### src/rtl/keypad_scanner_n_if.sv
// Event stream between the keypad scanner and its consumer.
// The master presents queued key codes and the slave accepts them with a valid/ready handshake.
interface keypad_scanner_n_if #(
    parameter int CODE_W = 6
);
    logic              ev_valid;
    logic              ev_ready;
    logic [CODE_W-1:0] ev_code;

    modport master (output ev_valid, output ev_code, input ev_ready);
    modport slave  (input ev_valid, input ev_code, output ev_ready);
endinterface

### src/rtl/keypad_scanner_n.sv
// NxM keypad scanner: one-hot row drive, press/release debounce, typematic repeat,
// and a small event FIFO drained over a valid/ready interface.
//
// state    | meaning
// SCAN     | stepping rows, looking for exactly one active column
// DEBOUNCE | candidate key latched, counting stable ticks before accepting the press
// HOLD     | key accepted, generating repeats while it stays down
// RELEASE  | key seen up, counting stable ticks before accepting the release
module keypad_scanner_n #(
    parameter int NUM_ROWS       = 4,
    parameter int NUM_COLS       = 4,
    parameter int TICK_DIV       = 48000,
    parameter int DEBOUNCE_TICKS = 50,
    parameter int REPEAT_DELAY   = 500,
    parameter int REPEAT_RATE    = 100,
    parameter int FIFO_DEPTH     = 4
) (
    input  logic                clk_i,
    input  logic                rst_ni,
    input  logic [NUM_COLS-1:0] col_i,
    input  logic                repeat_en_i,
    input  logic                release_en_i,
    input  logic                clear_ovf_i,
    output logic [NUM_ROWS-1:0] row_o,
    output logic                overflow_o,
    output logic                busy_o,
    keypad_scanner_n_if.master  ev_if
);
    localparam int RW     = $clog2(NUM_ROWS);
    localparam int CW     = $clog2(NUM_COLS);
    localparam int CODE_W = 2 + RW + CW;
    localparam int TW     = $clog2(TICK_DIV);
    localparam int AW     = $clog2(FIFO_DEPTH);
    localparam int MAX_A  = (DEBOUNCE_TICKS > REPEAT_DELAY) ? DEBOUNCE_TICKS : REPEAT_DELAY;
    localparam int MAX_C  = (MAX_A > REPEAT_RATE) ? MAX_A : REPEAT_RATE;
    localparam int CNT_W  = $clog2(MAX_C + 1);

    typedef enum logic [1:0] {SCAN, DEBOUNCE, HOLD, RELEASE} state_t;

    state_t            state_q, state_d;
    logic [TW-1:0]     tick_cnt_q;
    logic [RW-1:0]     row_idx_q, row_idx_d, row_next;
    logic [RW-1:0]     lat_row_q, lat_row_d;
    logic [CW-1:0]     lat_col_q, lat_col_d, hot_idx;
    logic [CNT_W-1:0]  cnt_q, cnt_d, rcnt_q, rcnt_d, rcnt_inc, rep_limit;
    logic              rep_on_q, rep_on_d;
    logic              tick, one_hot, key_on;
    logic              push;
    logic [1:0]        push_type;
    logic [CODE_W-1:0] push_code;

    logic [CODE_W-1:0] mem_q [FIFO_DEPTH];
    logic [AW:0]       wr_ptr_q, rd_ptr_q;
    logic              full, empty, pop, wr_en, drop;

    assign tick     = (tick_cnt_q == TW'(TICK_DIV - 1));
    assign one_hot  = $onehot(col_i);
    assign key_on   = col_i[lat_col_q];
    assign row_next = (row_idx_q == RW'(NUM_ROWS - 1)) ? '0 : row_idx_q + RW'(1);
    assign rcnt_inc = rcnt_q + CNT_W'(1);
    assign rep_limit = rep_on_q ? CNT_W'(REPEAT_RATE) : CNT_W'(REPEAT_DELAY);
    assign push_code = {push_type, lat_row_q, lat_col_q};

    always_comb begin
        hot_idx = '0;
        for (int i = 0; i < NUM_COLS; i++) begin
            if (col_i[i]) hot_idx = CW'(i);
        end
    end

    always_comb begin
        state_d   = state_q;
        row_idx_d = row_idx_q;
        lat_row_d = lat_row_q;
        lat_col_d = lat_col_q;
        cnt_d     = cnt_q;
        rcnt_d    = rcnt_q;
        rep_on_d  = rep_on_q;
        push      = 1'b0;
        push_type = 2'b00;
        if (tick) begin
            case (state_q)
                SCAN: begin
                    if (one_hot) begin
                        lat_row_d = row_idx_q;
                        lat_col_d = hot_idx;
                        cnt_d     = CNT_W'(1);
                        state_d   = DEBOUNCE;
                    end else begin
                        row_idx_d = row_next;
                    end
                end
                DEBOUNCE: begin
                    if (one_hot && key_on) begin
                        if (cnt_q == CNT_W'(DEBOUNCE_TICKS)) begin
                            push     = 1'b1;
                            cnt_d    = '0;
                            rcnt_d   = '0;
                            rep_on_d = 1'b0;
                            state_d  = HOLD;
                        end else begin
                            cnt_d = cnt_q + CNT_W'(1);
                        end
                    end else begin
                        cnt_d     = '0;
                        row_idx_d = row_next;
                        state_d   = SCAN;
                    end
                end
                HOLD: begin
                    if (key_on) begin
                        if (!repeat_en_i) begin
                            rcnt_d = '0;
                        end else if (rcnt_inc == rep_limit) begin
                            push      = 1'b1;
                            push_type = 2'b01;
                            rcnt_d    = '0;
                            rep_on_d  = 1'b1;
                        end else begin
                            rcnt_d = rcnt_inc;
                        end
                    end else begin
                        cnt_d   = CNT_W'(1);
                        state_d = RELEASE;
                    end
                end
                RELEASE: begin
                    // A bounce back to HOLD keeps rcnt so repeat cadence is not disturbed.
                    if (key_on) begin
                        cnt_d   = '0;
                        state_d = HOLD;
                    end else if (cnt_q == CNT_W'(DEBOUNCE_TICKS)) begin
                        push      = release_en_i;
                        push_type = 2'b10;
                        cnt_d     = '0;
                        row_idx_d = row_next;
                        state_d   = SCAN;
                    end else begin
                        cnt_d = cnt_q + CNT_W'(1);
                    end
                end
                default: state_d = SCAN;
            endcase
        end
    end

    always_ff @(posedge clk_i or negedge rst_ni) begin
        if (!rst_ni) begin
            tick_cnt_q <= '0;
            state_q    <= SCAN;
            row_idx_q  <= '0;
            lat_row_q  <= '0;
            lat_col_q  <= '0;
            cnt_q      <= '0;
            rcnt_q     <= '0;
            rep_on_q   <= 1'b0;
        end else begin
            tick_cnt_q <= tick ? '0 : tick_cnt_q + TW'(1);
            state_q    <= state_d;
            row_idx_q  <= row_idx_d;
            lat_row_q  <= lat_row_d;
            lat_col_q  <= lat_col_d;
            cnt_q      <= cnt_d;
            rcnt_q     <= rcnt_d;
            rep_on_q   <= rep_on_d;
        end
    end

    always_comb begin
        busy_o = (state_q != SCAN);
        row_o  = NUM_ROWS'(1) << (busy_o ? lat_row_q : row_idx_q);
    end

    assign empty = (wr_ptr_q == rd_ptr_q);
    assign full  = (wr_ptr_q[AW] != rd_ptr_q[AW]) && (wr_ptr_q[AW-1:0] == rd_ptr_q[AW-1:0]);
    assign pop   = !empty && ev_if.ev_ready;
    assign wr_en = push && (!full || pop);
    assign drop  = push && full && !pop;

    assign ev_if.ev_valid = !empty;
    assign ev_if.ev_code  = mem_q[rd_ptr_q[AW-1:0]];

    always_ff @(posedge clk_i or negedge rst_ni) begin
        if (!rst_ni) begin
            wr_ptr_q   <= '0;
            rd_ptr_q   <= '0;
            overflow_o <= 1'b0;
            for (int i = 0; i < FIFO_DEPTH; i++) mem_q[i] <= '0;
        end else begin
            if (pop) rd_ptr_q <= rd_ptr_q + (AW+1)'(1);
            if (wr_en) begin
                mem_q[wr_ptr_q[AW-1:0]] <= push_code;
                wr_ptr_q                <= wr_ptr_q + (AW+1)'(1);
            end
            if (drop)             overflow_o <= 1'b1;
            else if (clear_ovf_i) overflow_o <= 1'b0;
        end
    end
endmodule
### src/flat_wrapper.sv
// flat-port wrapper written by rule: the top's interface ports become plain ports
module keypad_scanner_n_flat 
#(
    parameter int NUM_ROWS       = 4,
    parameter int NUM_COLS       = 4,
    parameter int TICK_DIV       = 48000,
    parameter int DEBOUNCE_TICKS = 50,
    parameter int REPEAT_DELAY   = 500,
    parameter int REPEAT_RATE    = 100,
    parameter int FIFO_DEPTH     = 4
)
  (clk_i, rst_ni, col_i, repeat_en_i, release_en_i, clear_ovf_i, row_o, overflow_o, busy_o, ev_if_ev_valid, ev_if_ev_code, ev_if_ev_ready);
  keypad_scanner_n_if ev_if_i ();
  input  logic clk_i;
  input  logic rst_ni;
  input  logic [NUM_COLS-1:0] col_i;
  input  logic repeat_en_i;
  input  logic release_en_i;
  input  logic clear_ovf_i;
  output logic [NUM_ROWS-1:0] row_o;
  output logic overflow_o;
  output logic busy_o;
  output wire logic [$bits(ev_if_i.ev_valid)-1:0] ev_if_ev_valid;
  output wire logic [$bits(ev_if_i.ev_code)-1:0] ev_if_ev_code;
  input wire logic [$bits(ev_if_i.ev_ready)-1:0] ev_if_ev_ready;
  assign ev_if_ev_valid = ev_if_i.ev_valid;
  assign ev_if_ev_code = ev_if_i.ev_code;
  assign ev_if_i.ev_ready = ev_if_ev_ready;
  keypad_scanner_n #(.NUM_ROWS(NUM_ROWS), .NUM_COLS(NUM_COLS), .TICK_DIV(TICK_DIV), .DEBOUNCE_TICKS(DEBOUNCE_TICKS), .REPEAT_DELAY(REPEAT_DELAY), .REPEAT_RATE(REPEAT_RATE), .FIFO_DEPTH(FIFO_DEPTH)) u_core (.clk_i(clk_i), .rst_ni(rst_ni), .col_i(col_i), .repeat_en_i(repeat_en_i), .release_en_i(release_en_i), .clear_ovf_i(clear_ovf_i), .row_o(row_o), .overflow_o(overflow_o), .busy_o(busy_o), .ev_if(ev_if_i));
endmodule
### config.mk
export PLATFORM = sky130hd
export DESIGN_NAME = keypad_scanner_n_flat
export DESIGN_NICKNAME = d
export VERILOG_FILES = /design/src/rtl/keypad_scanner_n_if.sv /design/src/rtl/keypad_scanner_n.sv /design/src/flat_wrapper.sv
export SDC_FILE = /design/constraint.sdc
export NUM_CORES = 1
export LEC_CHECK = 0
export CAP_MARGIN = 25
export CORE_UTILIZATION = 25
export DETAILED_ROUTE_END_ITERATION = 10
export SYNTH_ARGS = -nofsm -noshare
export SYNTH_HDL_FRONTEND = slang
export SYNTH_SLANG_ARGS = --single-unit
export TNS_END_PERCENT = 10
### constraint.sdc
create_clock -name clk_i -period 2.35 [get_ports clk_i]
set_input_delay 0.235 -clock clk_i [delete_from_list [all_inputs] [get_ports clk_i]]
set_output_delay 0.235 -clock clk_i [all_outputs]
set_load 0.005 [all_outputs]
# Yosys cells after proc, flatten, opt, wreduce, memory -nomap -nowiden
# Cells that the tools add are included.
# classes
n_addsub	9
order_cmp	4
eq_ne	24
shift	1
mux	63
n_bitwise	2
n_reduce_logical	22
# ops
op	count
two-way mux 9 bit	11
two-way mux 2 bit	19
case mux 9 bit (4 select lines)	1
bitwise mux 24 bit	1
adder 9 x 1 -> 9 bit (second input constant)	2
two-way mux 1 bit	18
two-way mux 6 bit	3
case mux 9 bit (2 select lines)	1
adder 16 x 1 -> 16 bit (second input constant)	1
== test 16 bit (second input constant)	1
two-way mux 16 bit	1
binary-select mux 6 bit (select 2 bit)	1
demux 6 bit (select 2 bit)	1
!= test 2 x 1 -> 1 bit (second input constant)	6
!= test 2 bit (second input constant)	5
AND reduction 5 bit	2
== test 9 x 6 -> 1 bit (second input constant)	1
== test 9 bit	1
case mux 2 bit (4 select lines)	1
logical AND 1 bit	7
AND reduction 7 bit	1
adder 3 x 1 -> 3 bit (second input constant)	2
== test 2 bit (second input constant)	3
>= comparator 3 bit (second input constant)	2
other kinds (26)	33
# word_totals
ff_bits	74
input_bits	10
out_inout_bits	13
wordCells	140

# Depth between registers and ports, before layout
# logic_depth
word_depth	10
ltp_mapped	11

# Worst setup path before layout
# No wires, ideal clock.
# synth_path
path_kind	input to register
from	in col_i[2]
to	reg u_core.cnt_q[7]
setup_time_ns	0.088
arrival_ns	2.674
t_required_ns	2.262
setup_slack_ns	-0.412
cell_stages	10
path_cell_list	inv_1 ha_1 ha_1 fa_1 nor4b_2 nand2_1 a221oi_2 nand3_1 or3_1 o211ai_1
# synth_via
elab_chain_len	6
word_cells_on_any_way	12
# synth_rtl
element	line_no	source
from (decl)	flat_wrapper.sv:16	input logic [NUM_COLS-1:0] col_i;
adder 1 x 1 -> 2 bit (not written as such)	keypad_scanner_n.sv:57	assign one_hot = $onehot(col_i);
adder 3 bit (not written as such)	keypad_scanner_n.sv:57	
== test 3 x 1 -> 1 bit	keypad_scanner_n.sv:57	
logical AND 1 bit	keypad_scanner_n.sv:94	if (one_hot && key_on) begin
two-way mux 9 bit	keypad_scanner_n.sv:94	
case mux 9 bit (4 select lines)	keypad_scanner_n.sv:82	case (state_q)
to (signal assigned)	keypad_scanner_n.sv:163	cnt_q <= cnt_d;
to (decl)	keypad_scanner_n.sv:45	logic [CNT_W-1:0] cnt_q, cnt_d, rcnt_q, rcnt_d, rcnt_inc, rep_limit;
# Parallel ways exist; a longest one is shown, timed or not. The select of a mux whose other input is x is not followed.
# A chain may end at the register's enable or synchronous reset.

# Final worst setup path
# layout_path
from	in col_i[3]
to	reg u_core.cnt_q[7]
# The elaborated chain is that of the path after synthesis.

==> run_results.csv <==
group,metric,value,unit
placement,dpl.hpwl,8814,um
power_and_ir_drop,p_per_area,489.9,mW/mm^2
synthesis,yosys-top-cells-count,"dfrtp_1 (74), nand2_1 (61), nand3_1 (25), nor2_1 (25), a31oi_1 (22)",
route,drc,1,
layout,final_cells,800,
placement,port_buffers,22,
global_routing,grt_pass1_wl,20640,um
layout,postLayoutCoreUtil,34.39,%
global_routing,grt_busiest_layer,"met2",
route,drt_iter0_drc,202,
synthesis,synth_cells,482,
outcome,outcome,"finished with violations",
timing,fin_tns_setup,0,ns
power_and_ir_drop,sw_frac_of_total,26.32,%
die,core-area,0.01815,sq mm
timing,slew_violations,0,
route,vias_per_cell,5.250,
route,wirelength,12380,um
die,rows,49,
die,die_h,139.0,um
clocking,htreeDepth,3,
worst_setup_path,critPathArrivalTime,2.53,ns
timing,fin_crit_sh,96.96,%
power_and_ir_drop,sequentialPowerShare,44.8,%
outcome,violations,"DRC",
timing,fin_skew,0.006689,ns
layout,fin_nets,591,
global_routing,grt_use_met2,22.91,%
layout,area_growth,33.01,%
synthesis,ys_ff_latch,74,
timing,hold_viol_final,0,
synthesis,ys_seq_area_share,39.47,%
synthesis,yosysWarnings,0,
power_and_ir_drop,p_leak,2.528,nW
timing,worst_slack,0.07148,ns
global_routing,first_global_vias,4179,
route,routedWlPerCell,15.47,um
synthesis,yosys.cell_count.top_type,"dfrtp_1",
clocking,cts_buffers,9,
job,cap_violations,0,
timing,setup_viol,0,
synthesis,synth_area,0.004692,sq mm
synthesis,synthesis.nets,507,
synthesis,netlist.area_leader.share,39.47,%
synthesis,ys_types,72,
power_and_ir_drop,p_int,2.253,mW
worst_setup_path,critical_path.endpoint_type,"register",
timing,fin_crit,2.279,ns
clocking,clockBufferDepth,2,
power_and_ir_drop,comb_power_share,12.0,%
die,dieArea,0.01932,sq mm
clocking,clkTransAtPathRegs,0.06,ns
synthesis,synthTopCellsByArea,"dfrtp_1 (39%), nand2_1 (4.9%), ha_1 (3.7%), mux4_2 (3.4%), o2bb2ai_1 (3.2%)",
global_routing,overflow,0,
worst_setup_path,worstPathMaxFanout,4,
timing,worst_pin_slew,0.5453,ns
power_and_ir_drop,netSwitchingPower,804.7,uW
placement,dp_slack,-0.9546,ns
power_and_ir_drop,clkPwrFrac,43.2,%
global_routing,grt_antenna_before_repair,0,
global_routing,met3_usage,2.590,%
route,ant_nets,0,
layout,drive_gt1_share,28.72,%
global_routing,grt_max_degree,40,
layout,n_antenna_cell,0,
synthesis,synth-edff-count,0,
die,initial_utilization,25.85,%
route,num_vias,4200,
placement,gp_congestion,0.8232,
hold_path,hold_path.class,"in2reg",
placement,post-place-cells,780,
timing,max_freq,438.9,MHz
power_and_ir_drop,peakVddDrop,0.3642,mV
route,drtPass1Iterations,8,
synthesis,async_reset_ff_share,100.0,%
clocking,clock_latency,0.35,ns
synthesis,ys_dominant_reg_cell,"dfrtp_1",
power_and_ir_drop,power,3.058,mW
worst_setup_path,crit_path_start_kind,"primary input",
worst_setup_path,worst-setup-path-type,"in2reg",
clocking,clockRootBuffer,"clkbuf_16",
global_routing,grt_use_total,13.25,%
global_routing,use_met1,16.52,%
synthesis,avgSynthCellArea,9.734,sq um
die,fp.dieW,139.0,um
timing,relSlewSlack,63.65,%
clocking,cts_sinks,74,
clocking,tritoncts,"built",
worst_setup_path,crit_required,2.61,ns
die,pin_count,23,
timing,rsz0062_at_grt,"yes",
synthesis,synth_top_area_cell,"dfrtp_1",
## stage by stage
step | hold WS, ns | instance area [sq um]
2_1_floorplan | -0.06059 | 4775
3_3_place_gp | 0.2449 | 5761
3_5_place_dp | 0.2562 | 5761
4_1_cts | 0.2631 | 6110
5_1_grt | 0.2790 | 6241
6_report | 0.2574 | 6241
## critical path: stages
cell,delay [ns]
buf_12,0.09
inv_12,0.03
ha_4,0.23
ha_4,0.16
fa_2,0.49
nor4b_4,0.29
nand2_2,0.16
a221oi_4,0.33
nand3_2,0.11
or3_1,0.31
o211ai_1,0.10
## what timing repair did
action / in CTS / in global routing
hold endpoints to repair: 38 / 0
gates resized for setup: 28 / 27
buffers inserted: 2 / 1
pin swaps: 10 / 11
setup endpoints to repair: 56 / 41
hold buffers: 1 / 0
## cell families (layout without fill, tap and decap cells)
group                      after synthesis  after routing  synth area share [%]
DFF                                     74             74                 39.47
buffers and inverters                   42            131                 3.680
and+or+nand+nor                        189            189                 22.08
adders and majority gates               15             15                 4.160
AOI/OAI and AO/OA                      121            121                 20.45
muxes                                   18             18                 5.867
xor gates and xnor gates                23             23                 4.293
## sequential cells by signal (all words and copies together), names as in the netlist, 2 cells and up
signal	cells
u_core.cnt_q	9
u_core.tick_cnt_q	16
u_core.rd_ptr_q	3
u_core.wr_ptr_q	3
u_core.lat_row_q	2
u_core.row_idx_q	2
u_core.lat_col_q	2
u_core.rcnt_q	9
u_core.mem_q	24
u_core.state_q	2
## worst paths after layout
check,from,to,slack [ns],cells after the start
max in group asynchronous,rst_ni,u_core.rd_ptr_q[0],1.34,3
max,col_i[3],u_core.cnt_q[7],0.07,11
min in group asynchronous,rst_ni,u_core.cnt_q[1],0.41,2
min,col_i[2],u_core.lat_col_q[1],0.26,4
min reg2reg,u_core.rd_ptr_q[2],u_core.rd_ptr_q[2],0.49,1
max reg2reg,u_core.rcnt_q[0],u_core.mem_q[14],0.08,8
## routing by layer
metal | vias up | wire length, um
met5 | - | 0
met4 | 0 | 143
met3 | 10 | 379
met2 | 67 | 6271
met1 | 2118 | 5583
li1 | 2005 | -
## final cells by class
class / count / area [sq um]
clock inverter: 6 / 42.54
sequential: 74 / 1856
inverter: 18 / 82.58
clock buffer: 10 / 239.0
fill: 1825 / 11910
timing repair buffer: 97 / 860.8
tap: 229 / 286.5
multi-input combinational: 366 / 2874
## placed cells by master, fill, tap and decap left out, types with 4 or more instances in the layout
cell type        count
dfrtp_1             71
buf_4               68
nand2_1             60
nor2_1              24
nand3_1             23
o21ai_0             17
a31oi_1             17
o2bb2ai_1           17
clkdlybuf4s50_1     17
inv_1               16
nand4_1             16
xnor2_1             15
o31ai_1             10
ha_1                10
o31ai_2              9
clkbuf_16            9
xor2_1               7
a21oi_1              7
mux4_2               7
and3_1               6
nor3_1               6
buf_12               6
nand3b_1             5
and4_1               5
mux2_2               5
a31oi_2              5
mux2i_1              5
or3_1                4
nand4b_1             4
o41ai_2              4
o211ai_1             4
buf_6                4
## power by group through the flow
stage                     clock [mW]  combinational (mW)  sequential (mW)
after detailed placement           0               0.355             1.40
after CTS                       1.36               0.359             1.37
after global placement             0               0.345             1.39
final                           1.32               0.368             1.37
after floorplan                    0               0.255             1.34
after global routing            1.42               0.407             1.38
Note: power is estimated with default switching activity, not from simulation.
